## src/rtl/beat_pkg.sv

```systemverilog
// beat_pkg: shared types and elaboration helpers for the synthetic heartbeat source.
//   beat_state_e  - beat FSM states (IDLE, HIGH, LOW)
//   CNT_W_DEF     - default period counter / divider width
//   dividend_of() - cycles per minute (CLK_HZ*60), the numerator of the period divide
//   cfg_ok()      - parameter sanity check evaluated at elaboration by the top level
package beat_pkg;

  localparam int CNT_W_DEF = 32;

  typedef enum logic [1:0] {
    ST_IDLE = 2'd0,
    ST_HIGH = 2'd1,
    ST_LOW  = 2'd2
  } beat_state_e;

  function automatic longint unsigned dividend_of(input longint unsigned clk_hz);
    return clk_hz * 64'd60;
  endfunction

  // Dividend must fit the counter width, and the pulse must be shorter than
  // the fastest accepted period so LOW is never empty.
  function automatic bit cfg_ok(input longint unsigned clk_hz,
                                input int              cnt_w,
                                input longint unsigned pulse_cyc,
                                input longint unsigned max_bpm);
    longint unsigned dvd;
    dvd = dividend_of(clk_hz);
    if (cnt_w < 2 || cnt_w > 63) return 1'b0;
    if (dvd >= (64'd1 << cnt_w)) return 1'b0;
    if (max_bpm == 64'd0) return 1'b0;
    return pulse_cyc < (dvd / max_bpm);
  endfunction

endpackage

```

## src/rtl/seq_divider.sv

```systemverilog
// seq_divider: iterative restoring divider, one quotient bit per cycle.
//   clk, rst_n  - clock, async active-low reset
//   start       - accepted when not busy; captures dividend/divisor
//   dividend    - W-bit numerator
//   divisor     - W-bit denominator (caller guarantees non-zero)
//   busy        - high for the W iteration cycles
//   done        - one-cycle pulse when quotient is valid (busy already low)
//   quotient    - floor(dividend/divisor); remainder is discarded
module seq_divider #(
  parameter int W = 32
) (
  input  logic         clk,
  input  logic         rst_n,
  input  logic         start,
  input  logic [W-1:0] dividend,
  input  logic [W-1:0] divisor,
  output logic         busy,
  output logic         done,
  output logic [W-1:0] quotient
);

  localparam int SW = $clog2(W + 1);

  logic [W-1:0]  rem;
  logic [W-1:0]  quo;
  logic [W-1:0]  dvs;
  logic [SW-1:0] steps;
  logic [W:0]    shifted;
  logic [W:0]    diff;

  // quo doubles as the dividend shift register: its MSB feeds the remainder
  // while quotient bits enter at the LSB.
  assign shifted  = {rem, quo[W-1]};
  assign diff     = shifted - {1'b0, dvs};
  assign quotient = quo;

  always_ff @(posedge clk or negedge rst_n) begin
    if (!rst_n) begin
      rem   <= '0;
      quo   <= '0;
      dvs   <= '0;
      steps <= '0;
      busy  <= 1'b0;
      done  <= 1'b0;
    end else begin
      done <= 1'b0;
      if (start && !busy) begin
        rem   <= '0;
        quo   <= dividend;
        dvs   <= divisor;
        steps <= SW'(W);
        busy  <= 1'b1;
      end else if (busy) begin
        if (!diff[W]) begin
          rem <= diff[W-1:0];
          quo <= {quo[W-2:0], 1'b1};
        end else begin
          rem <= shifted[W-1:0];
          quo <= {quo[W-2:0], 1'b0};
        end
        steps <= steps - SW'(1);
        if (steps == SW'(1)) begin
          busy <= 1'b0;
          done <= 1'b1;
        end
      end
    end
  end

endmodule

```

## src/rtl/beat_pulse_gen.sv

```systemverilog
// beat_pulse_gen: synthetic heartbeat source driving a detector's button input.
//   clk, rst_n   - clock, async active-low reset
//   en           - run enable; dropping it lets the current period finish
//   bpm_in/valid - requested rate; bpm_ready is high while the divider is idle
//   beat         - active-high pulse, PULSE_CYC cycles, rising every period
//   beat_strobe  - one cycle at each beat rising edge
//   beat_count   - beats emitted since reset (wraps)
//   rate_err     - one-cycle pulse when an out-of-range rate was dropped
//   active       - a period is loaded and en is high
//
// state   | meaning
// IDLE    | no beat; waits for en and a loaded period, applies pending at once
// HIGH    | beat=1, cnt runs 0..PULSE_CYC-1
// LOW     | beat=0, cnt runs on to period-1; boundary applies pending
module beat_pulse_gen
  import beat_pkg::*;
#(
  parameter int CLK_HZ    = 50_000_000,
  parameter int BPM_W     = 8,
  parameter int CNT_W     = CNT_W_DEF,
  parameter int PULSE_CYC = 2_500_000,
  parameter int MIN_BPM   = 20,
  parameter int MAX_BPM   = 240
) (
  input  logic             clk,
  input  logic             rst_n,
  input  logic             en,
  input  logic [BPM_W-1:0] bpm_in,
  input  logic             bpm_valid,
  output logic             bpm_ready,
  output logic             beat,
  output logic             beat_strobe,
  output logic [15:0]      beat_count,
  output logic             rate_err,
  output logic             active
);

  localparam logic [CNT_W-1:0] DIVIDEND   = CNT_W'(dividend_of(64'(CLK_HZ)));
  localparam logic [CNT_W-1:0] PULSE_LAST = CNT_W'(PULSE_CYC - 1);
  localparam logic [BPM_W-1:0] BPM_LO     = BPM_W'(MIN_BPM);
  localparam logic [BPM_W-1:0] BPM_HI     = BPM_W'(MAX_BPM);

  if (!cfg_ok(64'(CLK_HZ), CNT_W, 64'(PULSE_CYC), 64'(MAX_BPM))) begin : g_cfg_err
    $error("beat_pulse_gen: CLK_HZ*60 exceeds CNT_W or PULSE_CYC too long for MAX_BPM");
  end

  logic             div_busy;
  logic             div_done;
  logic [CNT_W-1:0] div_q;
  logic             load_fire;
  logic             rate_bad;

  beat_state_e      state;
  logic [CNT_W-1:0] cnt;
  logic [CNT_W-1:0] period;
  logic [CNT_W-1:0] pend;
  logic             loaded_vld;
  logic             pend_vld;

  assign bpm_ready = !div_busy;
  assign load_fire = bpm_valid && bpm_ready;
  assign rate_bad  = (bpm_in < BPM_LO) || (bpm_in > BPM_HI);

  seq_divider #(.W(CNT_W)) u_div (
    .clk      (clk),
    .rst_n    (rst_n),
    .start    (load_fire && !rate_bad),
    .dividend (DIVIDEND),
    .divisor  (CNT_W'(bpm_in)),
    .busy     (div_busy),
    .done     (div_done),
    .quotient (div_q)
  );

  always_ff @(posedge clk or negedge rst_n) begin
    if (!rst_n) begin
      state       <= ST_IDLE;
      cnt         <= '0;
      period      <= '0;
      pend        <= '0;
      loaded_vld  <= 1'b0;
      pend_vld    <= 1'b0;
      beat        <= 1'b0;
      beat_strobe <= 1'b0;
      beat_count  <= '0;
      rate_err    <= 1'b0;
      active      <= 1'b0;
    end else begin
      beat_strobe <= 1'b0;
      rate_err    <= load_fire && rate_bad;
      active      <= loaded_vld && en;

      // Fresh divide result parks in pending; the IDLE and boundary branches
      // below take it directly instead when they apply in the same cycle.
      if (div_done) begin
        pend     <= div_q;
        pend_vld <= 1'b1;
      end

      case (state)
        ST_IDLE: begin
          if (div_done) begin
            period     <= div_q;
            loaded_vld <= 1'b1;
            pend_vld   <= 1'b0;
          end else if (pend_vld) begin
            period     <= pend;
            loaded_vld <= 1'b1;
            pend_vld   <= 1'b0;
          end
          if (en && loaded_vld) begin
            state       <= ST_HIGH;
            cnt         <= '0;
            beat        <= 1'b1;
            beat_strobe <= 1'b1;
            beat_count  <= beat_count + 16'd1;
          end
        end
        ST_HIGH: begin
          cnt <= cnt + CNT_W'(1);
          if (cnt == PULSE_LAST) begin
            state <= ST_LOW;
            beat  <= 1'b0;
          end
        end
        ST_LOW: begin
          if (cnt == period - CNT_W'(1)) begin
            cnt <= '0;
            if (en) begin
              if (div_done) begin
                period   <= div_q;
                pend_vld <= 1'b0;
              end else if (pend_vld) begin
                period   <= pend;
                pend_vld <= 1'b0;
              end
              state       <= ST_HIGH;
              beat        <= 1'b1;
              beat_strobe <= 1'b1;
              beat_count  <= beat_count + 16'd1;
            end else begin
              state <= ST_IDLE;
            end
          end else begin
            cnt <= cnt + CNT_W'(1);
          end
        end
        default: state <= ST_IDLE;
      endcase
    end
  end

endmodule

```

## config.mk

```make
export PLATFORM = sky130hd
export DESIGN_NAME = beat_pulse_gen
export DESIGN_NICKNAME = d
export VERILOG_FILES = /design/src/rtl/beat_pkg.sv /design/src/rtl/seq_divider.sv /design/src/rtl/beat_pulse_gen.sv
export SDC_FILE = /design/constraint.sdc
export NUM_CORES = 1
export LEC_CHECK = 0
export ABC_AREA = 1
export ABC_CLOCK_PERIOD_IN_PS = 4800
export CORE_ASPECT_RATIO = 2
export CORE_UTILIZATION = 25
export CTS_BUF_LIST = sky130_fd_sc_hd__clkbuf_2
export DETAILED_ROUTE_END_ITERATION = 10
export PLACE_DENSITY_LB_ADDON = 0.3
export SYNTH_ARGS = -nofsm -noshare
export SYNTH_HDL_FRONTEND = slang
export SYNTH_SLANG_ARGS = --single-unit
```

## constraint.sdc

```tcl
create_clock -name clk -period 4.8 [get_ports clk]
set_clock_uncertainty 0.15 [all_clocks]
set_input_delay 0.96 -clock clk [delete_from_list [all_inputs] [get_ports clk]]
set_output_delay 0.96 -clock clk [all_outputs]
set_load 0.03 [all_outputs]
```

==> key figures, run 1 <==
Detailed routing
  – Post-DR wirelength/cell: between 10 and 15 µm
  – Routed vias/inst: between 4 and 5
  – Vias: roughly 10k
  – Final ANT Viol Nets: 0
  – Drt total wl: between 30 and 40 mm
  – DRC viols: 0
  – Initial DRC count: approximately 400
  – Pre-antenna DRT Iters: 4

Die
  – Die area: ~0.047 mm²
  – Die Y-Extent: between 300 and 400 µm
  – Initial core utilization: between 20 and 30%
  – Core area: ~0.045 mm²
  – I/O Pins: 33
  – Std-Cell Rows: 110
  – Die span in x: 153.8 µm

CTS
  – Num Clock Sinks: 200
  – Clock Tree Root: clkbuf_2
  – CTS tree: yes
  – Inserted Clock Buffers: 17
  – Worst-Skew Late Latency: 910 ps
  – H-tree levels: 4
  – Clk buf depth: 2
  – CTS clk-pin slew, worst paths: ~330 ps

STA
  – Final setup fails: 0
  – Tightest Pin Transition: 924.3 ps
  – Slew HR: between 30% and 40%
  – Hold Slack: 388.2 ps
  – Fin. Hold Viols: 0
  – Tmin final: roughly 3600 ps
  – Post-route setup TNS: 0 ps
  – Final slew viol count: 0
  – Crit share post-route: between 70% and 80%
  – Unrepaired setup endpoints after global routing: false
  – Peak Freq: 0.2750 GHz

Yosys
  – Syn Nets: approximately 1.6k
  – Sequential area share after synthesis: 43.46%
  – Synthesized flop and latch total: 200
  – Netlist Area Pre-Place: 0.01151 mm²
  – Distinct cells, synth: 39
  – Synth area leader: dfrtp_1
  – Top cell type's share of synthesized area: 43.46%
  – Syn Inst Count: ~1.6k
  – Synth area leaders: dfrtp_1, nand2_1, nor2_1, inv_1, xor2_1
  – Synth async-reset ratio: 100.0%
  – Post-synth top flop: dfrtp_1
  – Post-synth EDFFs: 0
  – Syn avg cell area: approximately 7.3 µm²
  – Synth warn: 0

Layout
  – Fill cells: between 4k and 5k
  – Area Overhead vs Synth: 10.30%
  – Final core utilization: around 28%
  – Share of cells above drive strength 1: ~4.3%
  – Fin nets: 1,610
  – Register area: 0.005006 mm²
  – Cell area after layout: around 0.013 mm²
  – Multi-input logic area: roughly 0.0055 mm²

Global route
  – Initial antenna violation count: 1
  – Grt ovf: 0
  – Vias in the first global route: 10.29k
  – First-pass GRT wire length: 52.58 mm
  – Largest net degree at the start of global routing: between 90 and 100
  – GRT Total Usage: between 10% and 20%

Placement
  – Hpwl dp: ~25 mm
  – IO Port Bufs: 32
  – DP Area: between 0.01 and 0.015 mm²
  – RD Place Congestion: between 0.8 and 0.9

Critical path
  – Max FO, Critical Path: 30
  – WP data required: ~5400 ps
  – Crit Path Class: flip-flop to flip-flop
  – CP endpoint kind: flip-flop
  – Startpoint types: flip-flop
  – WP data arrival: 4280 ps

Job
  – Max cap viols: 0

Min path
  – Min-delay worst type: flip-flop to flip-flop

Pwr
  – PD cells: between 600 and 700 mW/mm²
  – P_leak: 6.025 nW
  – Worst VDD drop: about 0.00019 V

Outcome
  – Status: finished clean
==> worst max-delay path, stage by stage (launching register included) <==
cell and delay (ps):
dfrtp_1 430, inv_1 70, ha_1 250, fa_1 410
inv_1 70, nand3_1 60, nand2_1 130, a21oi_1 130
o21ai_0 440, nor2_1 120, nand3b_1 110, nand2_1 60
inv_1 670, nand2_1 150, o21ai_0 190, o21ai_0 100
==> cells in the mapped netlist, drive strengths merged (2+ instances only) <==
cell and number:
xnor2 24, o22ai 27, nor4 13, xor2 66, buf 18, nor2 209
ha 17, a211oi 2, o211ai 4, nand4 26, clkinv 2, nand3 106
nand2 400, nand3b 6, o21bai 5, a21oi 72, or2 3, o21ai 107
nor3 24, clkbuf 37, inv 195, dfrtp 200
==> placed cells by master (no fill, tap or decap), types with 4 or more instances in the layout <==
master           instances
xor2_1                  66
inv_8                    4
o211ai_1                 4
o21ai_0                 97
ha_1                    17
clkinv_8                 4
dfrtp_1                199
o21bai_1                 5
clkbuf_2                17
o22ai_1                 27
nand2_2                  6
nand3b_1                 6
nor3_1                  24
xnor2_1                 24
clkdlybuf4s50_1         31
nand2_1                392
nor2_2                   6
buf_4                   13
nand4_1                 25
nor4_1                  13
inv_1                  194
nor2_1                 200
a21oi_1                 72
o21ai_1                 10
nand3_1                106
==> stage by stage <==
| stage | worst slack [ps] | instances | power [mW] |
|---|---|---|---|
| global route | 787.8 | 2153 | 8.681 |
| detailed placement | 1113 | 2120 | 7.067 |
| CTS | 1047 | 2152 | 8.029 |
| floorplan | 2032 | 1569 | 5.811 |
| global placement | 1164 | 2120 | 6.998 |
| finish | 1164 | 2153 | 7.917 |
==> kinds of logic after synthesis <==
kind of cell             after synthesis  share of synthesized area [%]
adder cells (fa/ha/maj)               18                          2.021
AND/OR/NAND/NOR                      788                          28.95
AO/OA/AOI/OAI                        221                          10.24
buffers and inverters                252                          8.486
flip-flops                           200                          43.46
XOR/XNOR                              90                          6.846
==> area by class of cell <==
type,instances,area share [%]
Multi-Input combinational cell,1117,43.56
Sequential cell,200,39.41
Inverter,197,5.822
Tap cell,560,5.517
Timing Repair Buffer,47,3.556
Clock inverter,14,1.438
Clock buffer,17,0.6699
Antenna cell,1,0.01970
==> per-layer routing <==
layer	vias up	track usage, %	share of wire, %
met5	-	0	0
met4	0	10.58	6.6
met3	84	1.517	1.8
met2	153	27.24	56
met1	4697	13.89	36
li1	5026	-	-
==> final timing paths <==
kind                                     from       endpoint  slack, ps  cells past startpoint
max                        u_div.quotient[31]  u_div.rem[10]       1160                     15
min                                loaded_vld     loaded_vld        390                      1
max reg2reg                u_div.quotient[31]  u_div.rem[10]       1160                     15
min reg2reg                        loaded_vld     loaded_vld        390                      1
max in group asynchronous               rst_n   u_div.dvs[1]       3040                      3
min in group asynchronous               rst_n       state[1]        420                      2
==> what timing repair did <==
item	4_1_cts	5_1_grt
setup buffers	0	0
gates resized for setup	0	0
hold endpoints to repair	76	0
hold buffers	1	0
==> power by group <==
part           switching [mW]  total (mW)  internal [mW]
clock network           0.703       0.928          0.225
registers               0.472        2.79           2.31
logic                    2.86        4.20           1.34
total                    4.04        7.92           3.88
==> registers in the layout, indices dropped and copies added, names as in the netlist, 2 cells and up <==
signal,flops
beat_count,16
cnt,32
pend,32
period,32
state,2
u_div.dvs,8
u_div.quotient,32
u_div.rem,32
u_div.steps,6
Power figures use the tool's default switching activity.
==> run 2, diff against run 1 <==
--- a/config.mk
+++ b/config.mk
@@ -6,7 +6,7 @@
 export NUM_CORES = 1
 export LEC_CHECK = 0
 export ABC_AREA = 1
-export ABC_CLOCK_PERIOD_IN_PS = 4800
+export ABC_CLOCK_PERIOD_IN_PS = 3790
 export CORE_ASPECT_RATIO = 2
 export CORE_UTILIZATION = 25
 export CTS_BUF_LIST = sky130_fd_sc_hd__clkbuf_2
==> constraint.sdc (replaced) <==
create_clock -name clk -period 3.79 [get_ports clk]
set_clock_uncertainty 0.15 [all_clocks]
set_input_delay 0.758 -clock clk [delete_from_list [all_inputs] [get_ports clk]]
set_output_delay 0.758 -clock clk [all_outputs]
set_load 0.03 [all_outputs]
==> key figures, run 2 (synthesis results as in run 1) <==
Critical path
  – Crit Path Class: flip-flop to flip-flop
  – WP data required: 4380 ps (-1060 ps)
  – CP endpoint kind: flip-flop
  – WP data arrival: 3940 ps (-340 ps)
  – Startpoint types: flip-flop
  – Max FO, Critical Path: 19 (-37%)

Pwr
  – PD cells: 790.7 mW/mm² (+27%)
  – Internal power: 5.000 mW (+29%)
  – Clock Power Share: 11.1% (-0.6 points)
  – Sequential Power Share: 34.9% (-0.3 points)
  – P_leak: 6.060 nW (+0.58%)
  – Sw Share: 50.46% (-0.55 points)
  – Gate power share: 54.0% (+0.9 points)
  – Sw Pwr: 5.093 mW (+26%)
  – Worst VDD drop: 0.0002296 V (+20%)

CTS
  – Clk buf depth: 2 (unchanged)
  – CTS clk-pin slew, worst paths: 310 ps (-20 ps)
  – Num Clock Sinks: 200 (unchanged)
  – Clock Tree Root: clkbuf_2
  – Setup bufs post-CTS: 0 (unchanged)
  – CTS tree: yes
  – H-tree levels: 4 (unchanged)
  – Worst-Skew Late Latency: 840 ps (-70 ps)
  – Inserted Clock Buffers: 17 (unchanged)

Global route
  – Initial antenna violation count: 1 (unchanged)
  – Grt ovf: 0 (unchanged)
  – GRT Total Usage: 14.45% (+0.21 points)
  – Vias in the first global route: 10.28k (-0.12%)
  – Largest net degree at the start of global routing: 78 (-16%)
  – First-pass GRT wire length: 52.94 mm (+0.69%)

Die
  – Core area: 0.04528 mm² (unchanged)
  – Std-Cell Rows: 110 (unchanged)
  – Initial core utilization: 25.43% (unchanged)
  – Die span in x: 153.8 µm (unchanged)
  – Die Y-Extent: 305.5 µm (unchanged)
  – I/O Pins: 33 (unchanged)
  – Die area: 0.04697 mm² (unchanged)

Placement
  – Placed Instances: 2,125 (+0.24%)
  – RD Place Congestion: 0.9632 (+8.9%)
  – Hpwl dp: 25.22 mm (+2.7%)
  – IO Port Bufs: 32 (unchanged)

Layout
  – Final Instance Count excl. Fillers: 2,159 (+0.28%)
  – Fill cells: 4,911 (-0.26%)
  – Multi-input logic area: 0.005538 mm² (about the same)
  – Area Overhead vs Synth: 10.85%
  – Most frequent cells in the layout: nand2_1, nor2_1, dfrtp_1, inv_1, nand3_1
  – Register area: 0.005006 mm² (unchanged)
  – Most common cell after layout, fill and taps aside: nand2_1
  – Fin nets: 1,615 (+0.31%)
  – Share of cells above drive strength 1: 4.506% (+0.23 points)

STA
  – Slew HR: 31.68% (-6.6 points)
  – Hold Slack: 290.4 ps (-97.82 ps)
  – Post-route setup TNS: 0 ps (unchanged)
  – Tightest Pin Transition: 1024 ps (+99.31 ps)
  – Tmin final: 3354 ps (-282.4 ps)
  – Unrepaired setup endpoints after global routing: false
  – Fin. Hold Viols: 0 (unchanged)
  – Final setup fails: 0 (unchanged)
  – Final slew viol count: 0 (unchanged)
  – Crit share post-route: 88.50% (+13 points)
  – Peak Freq: 0.2982 GHz (+8.4%)

Detailed routing
  – Vias: 9,896 (-0.64%)
  – Drt total wl: 32.61 mm (+2.0%)
  – Post-DR wirelength/cell: 15.10 µm (+1.8%)
  – Initial DRC count: 453 (+13%)
  – Routed vias/inst: 4.584 (-0.92%)
  – Final ANT Viol Nets: 0 (unchanged)
  – DRC viols: 0 (unchanged)
  – Pre-antenna DRT Iters: 4 (unchanged)

Min path
  – Min-delay worst type: input port to asynchronous set/reset pin

Outcome
  – Status: finished clean

Job
  – Max cap viols: 0 (unchanged)
run 2: changes by cell type in the layout (fill, tap and decap cells not counted), sizes merged:
| cell | delta |
|---|---|
| bufinv | +1 |
| clkinvlp | +3 |
| clkinv | -3 |
| buf | +5 |
run 2: layout make-up:
cell class,count,area share (%)
diodes,1,0.01960
clock inverters,15,1.304
clock buffers,17,0.6665
multi-input cells,1117,43.38
repair buffers,52,4.127
inverters,197,5.793
flip-flops and latches,200,39.22
well taps,560,5.489
run 2: worst paths after layout:
path / depth (start not counted) / end / slack (ps) / startpoint
max in group asynchronous: 3 / cnt[31] / 2400 / rst_n
worst min-delay path: 2 / state[1] / 290 / rst_n
worst max-delay path: 20 / u_div.rem[16] / 440 / u_div.quotient[31]
worst min register to register: 1 / u_div.steps[0] / 370 / u_div.steps[0]
min in group clk: 3 / u_div.dvs[0] / 320 / bpm_in[0]
worst max register to register: 20 / u_div.rem[16] / 440 / u_div.quotient[31]
run 2: critical path: stages, from the launching register on:
cell	delay (ps)
dfrtp_1	460
inv_1	100
ha_1	230
fa_1	230
inv_1	50
nand3_1	60
nand2_1	110
a21oi_1	280
o21ai_0	130
buf_4	160
nor2_1	190
nand2_1	80
nand2_1	60
nand2_1	60
buf_4	210
nor2_1	190
nand2_1	150
inv_1	130
nand3_1	70
nand3_1	90
nand2_1	60
run 2: routing by layer:
metal	vias to the layer above	track usage, %	share of wire (%)
met3	75	1.843	1.7
met5	-	0	0
met2	120	28.94	57
li1	5030	-	-
met1	4671	13.30	35
met4	0	9.419	5.9
run 2: power groups by stage:
stage | Clock, mW | Sequential [mW] | Combinational [mW]
global placement | 0 | 3.57 | 5.43
finish | 1.12 | 3.52 | 5.45
floorplan | 0 | 3.47 | 3.89
detailed placement | 0 | 3.58 | 5.48
CTS | 1.19 | 3.53 | 5.50
global route | 1.26 | 3.64 | 6.19
run 2: repair_timing:
| item | in CTS | in global routing |
|---|---|---|
| setup endpoints to repair | 0 | 1 |
| endpoints found under the hold margin | 73 | 0 |
| hold buffers | 1 | 0 |
| resized for setup | 0 | 1 |
run 2: per-stage QoR:
| stage | utilization, % | worst slack (ps) | power, mW | instance area (µm²) |
|---|---|---|---|---|
| 2_1_floorplan | - | 1022 | 7.360 | 11510 |
| 3_3_place_gp | 27.60 | 515.7 | 9.001 | 12500 |
| 3_5_place_dp | 27.60 | 448.8 | 9.060 | 12500 |
| 4_1_cts | 28.17 | 397.8 | 10.22 | 12760 |
| 5_1_grt | 28.19 | 63.71 | 11.09 | 12760 |
| 6_report | 28.19 | 436.0 | 10.09 | 12760 |
==> run 3, diff against run 2 <==
--- a/config.mk
+++ b/config.mk
@@ -11,6 +11,7 @@
 export CORE_UTILIZATION = 25
 export CTS_BUF_LIST = sky130_fd_sc_hd__clkbuf_2
 export DETAILED_ROUTE_END_ITERATION = 10
+export DONT_BUFFER_PORTS = 1
 export PLACE_DENSITY_LB_ADDON = 0.3
 export SYNTH_ARGS = -nofsm -noshare
 export SYNTH_HDL_FRONTEND = slang
==> key figures, run 3 (synthesis results as in run 1) <==
CTS
  – H-tree levels: 4 (unchanged)
  – Clk buf depth: 2 (unchanged)
  – CTS tree: yes
  – Inserted Clock Buffers: 17 (unchanged)
  – Clock Tree Root: clkbuf_2
  – Num Clock Sinks: 200 (unchanged)
  – Hold-fix buffer count after cts: 11 (+10)
  – CTS clk-pin slew, worst paths: 320 ps (about the same)
  – Worst-Skew Late Latency: 860 ps (+20 ps)

Critical path
  – Slowest CP cell: dfrtp_1
  – Max FO, Critical Path: 14 (-5)
  – Worst Setup EP: u_div.rem[13]
  – R2r startpoint: u_div.quotient[31]
  – WP data arrival: 4170 ps (+230 ps)
  – WP data required: 4470 ps (+90 ps)
  – Startpoint types: flip-flop
  – Worst setup path start: u_div.quotient[31]
  – Reg2reg end: u_div.rem[13]
  – R2r setup slk: 300 ps (-140 ps)
  – Reg2reg path depth: 17 (-15%)
  – Crit Path Class: flip-flop to flip-flop
  – CP endpoint kind: flip-flop
  – Critical path's most frequent cell: nand2_1
  – Cell chain of the critical path: inv_1 -> ha_1 -> fa_1 -> inv_1 -> nand3_1 -> nand2_1 -> a21oi_1 -> o21ai_0 -> nor2_1 -> nand3b_1 -> nand2_1 -> buf_4 -> nor2_1 -> nand2_1 -> nand2_1 -> nand2_1 -> o22ai_1
  – Slowest stage delay, CP: 420 ps (-40 ps)

STA
  – Hold Slack: -591.2 ps (-881.6 ps)
  – Slew HR: 32.91% (+1.2 points)
  – Peak Freq: 0.2864 GHz (-3.9%)
  – Crit share post-route: 92.11% (+3.6 points)
  – Fin. Hold Viols: 200 (+200)
  – Unrepaired setup endpoints after global routing: false
  – Post-route setup TNS: 0 ps (unchanged)
  – Final setup fails: 0 (unchanged)
  – Tightest Pin Transition: 1005 ps (-18.29 ps)
  – Tmin final: 3491 ps (+137.1 ps)
  – Final slew viol count: 0 (unchanged)

Placement
  – IO Port Bufs: 0 (-100%)
  – Hpwl dp: 23.97 mm (-5.0%)
  – RD Place Congestion: 0.9640 (about the same)

Pwr
  – Worst VDD drop: 0.0002631 V (+15%)
  – PD cells: 785.3 mW/mm² (-0.68%)
  – P_leak: 5.912 nW (-2.4%)

Detailed routing
  – Post-DR wirelength/cell: 14.91 µm (-1.3%)
  – Pre-antenna DRT Iters: 5 (+1)
  – Initial DRC count: 436 (-3.8%)
  – Vias: 9,905 (+0.091%)
  – Drt total wl: 31.76 mm (-2.6%)
  – Final ANT Viol Nets: 0 (unchanged)
  – Routed vias/inst: 4.650 (+1.5%)
  – DRC viols: 0 (unchanged)

Die
  – Initial core utilization: 25.43% (unchanged)
  – Die span in x: 153.8 µm (unchanged)
  – Die Y-Extent: 305.5 µm (unchanged)
  – Die area: 0.04697 mm² (unchanged)
  – I/O Pins: 33 (unchanged)
  – Core area: 0.04528 mm² (unchanged)
  – Std-Cell Rows: 110 (unchanged)

Layout
  – Fin nets: 1,586 (-1.8%)
  – Most frequent cells in the layout: nand2_1, nor2_1, dfrtp_1, inv_1, nand3_1
  – Share of cells above drive strength 1: 4.079% (-0.43 points)
  – Area Overhead vs Synth: 7.617%
  – Most common cell after layout, fill and taps aside: nand2_1

Global route
  – Vias in the first global route: 10.15k (-1.2%)
  – Largest net degree at the start of global routing: 201 (+160%)
  – First-pass GRT wire length: 52.21 mm (-1.4%)
  – Grt ovf: 0 (unchanged)
  – GRT Total Usage: 14.21% (-0.24 points)
  – Initial antenna violation count: 1 (unchanged)

Outcome
  – Status: finished, violations left
  – Failing checks: hold timing

Min path
  – Min-delay worst type: input port to asynchronous set/reset pin

Job
  – Max cap viols: 0 (unchanged)
run 3: what timing repair did:
item,in CTS,in global routing
buffers inserted,0,0
hold endpoints to repair,213,200
gates resized for setup,0,0
run 3: cell type report:
type / instances / area, µm²
inverters: 197 / 739.5
clock inverters: 14 / 120.1
well taps: 560 / 700.7
flip-flops and latches: 200 / 5006
multi-input cells: 1117 / 5533
repair buffers: 23 / 200.2
diodes: 1 / 2.502
clock buffers: 18 / 90.09
fillers: 4904 / 32890
run 3: routing by layer:
| metal | wire (µm) | track usage (%) | part of all wire [%] | up-vias |
|---|---|---|---|---|
| li1 | - | - | - | 4980 |
| met1 | 11330 | 13.62 | 36 | 4664 |
| met2 | 17590 | 27.10 | 55 | 160 |
| met3 | 541 | 1.545 | 1.7 | 101 |
| met4 | 2305 | 11.30 | 7.3 | 0 |
| met5 | 0 | 0 | 0 | - |
run 3: worst min-delay path by stage:
stage / slack (ps) / end / startpoint / cells past startpoint
after floorplan: 290 / loaded_vld / loaded_vld / 1
after global placement: 310 / loaded_vld / loaded_vld / 1
after detailed placement: 320 / active / rst_n / 0
after CTS: -750 / u_div.quotient[7] / rst_n / 0
after global routing: -700 / u_div.quotient[7] / rst_n / 0
final: -590 / beat / rst_n / 0
run 3: worst max-delay path: cells and delay by family, from the launching register on:
family                   cells  cell delay (ps)
AND/OR/NAND/NOR              9             1200
AO/OA/AOI/OAI                3              670
adder cells (fa/ha/maj)      2              650
flip-flops                   1              420
buffers and inverters        3              380
run 3: report_power, final:
part	switching [mW]	internal [mW]	total (mW)
combinational	3.47	1.63	5.09
clock	0.814	0.197	1.01
sequential	0.698	2.93	3.63
total	4.98	4.75	9.73
run 3: per-stage QoR:
step	worst slack [ps]	instances	cell area [µm²]	util, %	power, mW
2_1_floorplan	1022	1569	11510	-	7.360
3_3_place_gp	472.2	2086	12070	26.65	8.743
3_5_place_dp	346.7	2086	12070	26.65	8.790
4_1_cts	339.7	2129	12390	27.36	9.860
5_1_grt	38.32	2130	12390	27.37	10.77
6_report	298.9	2130	12390	27.37	9.731
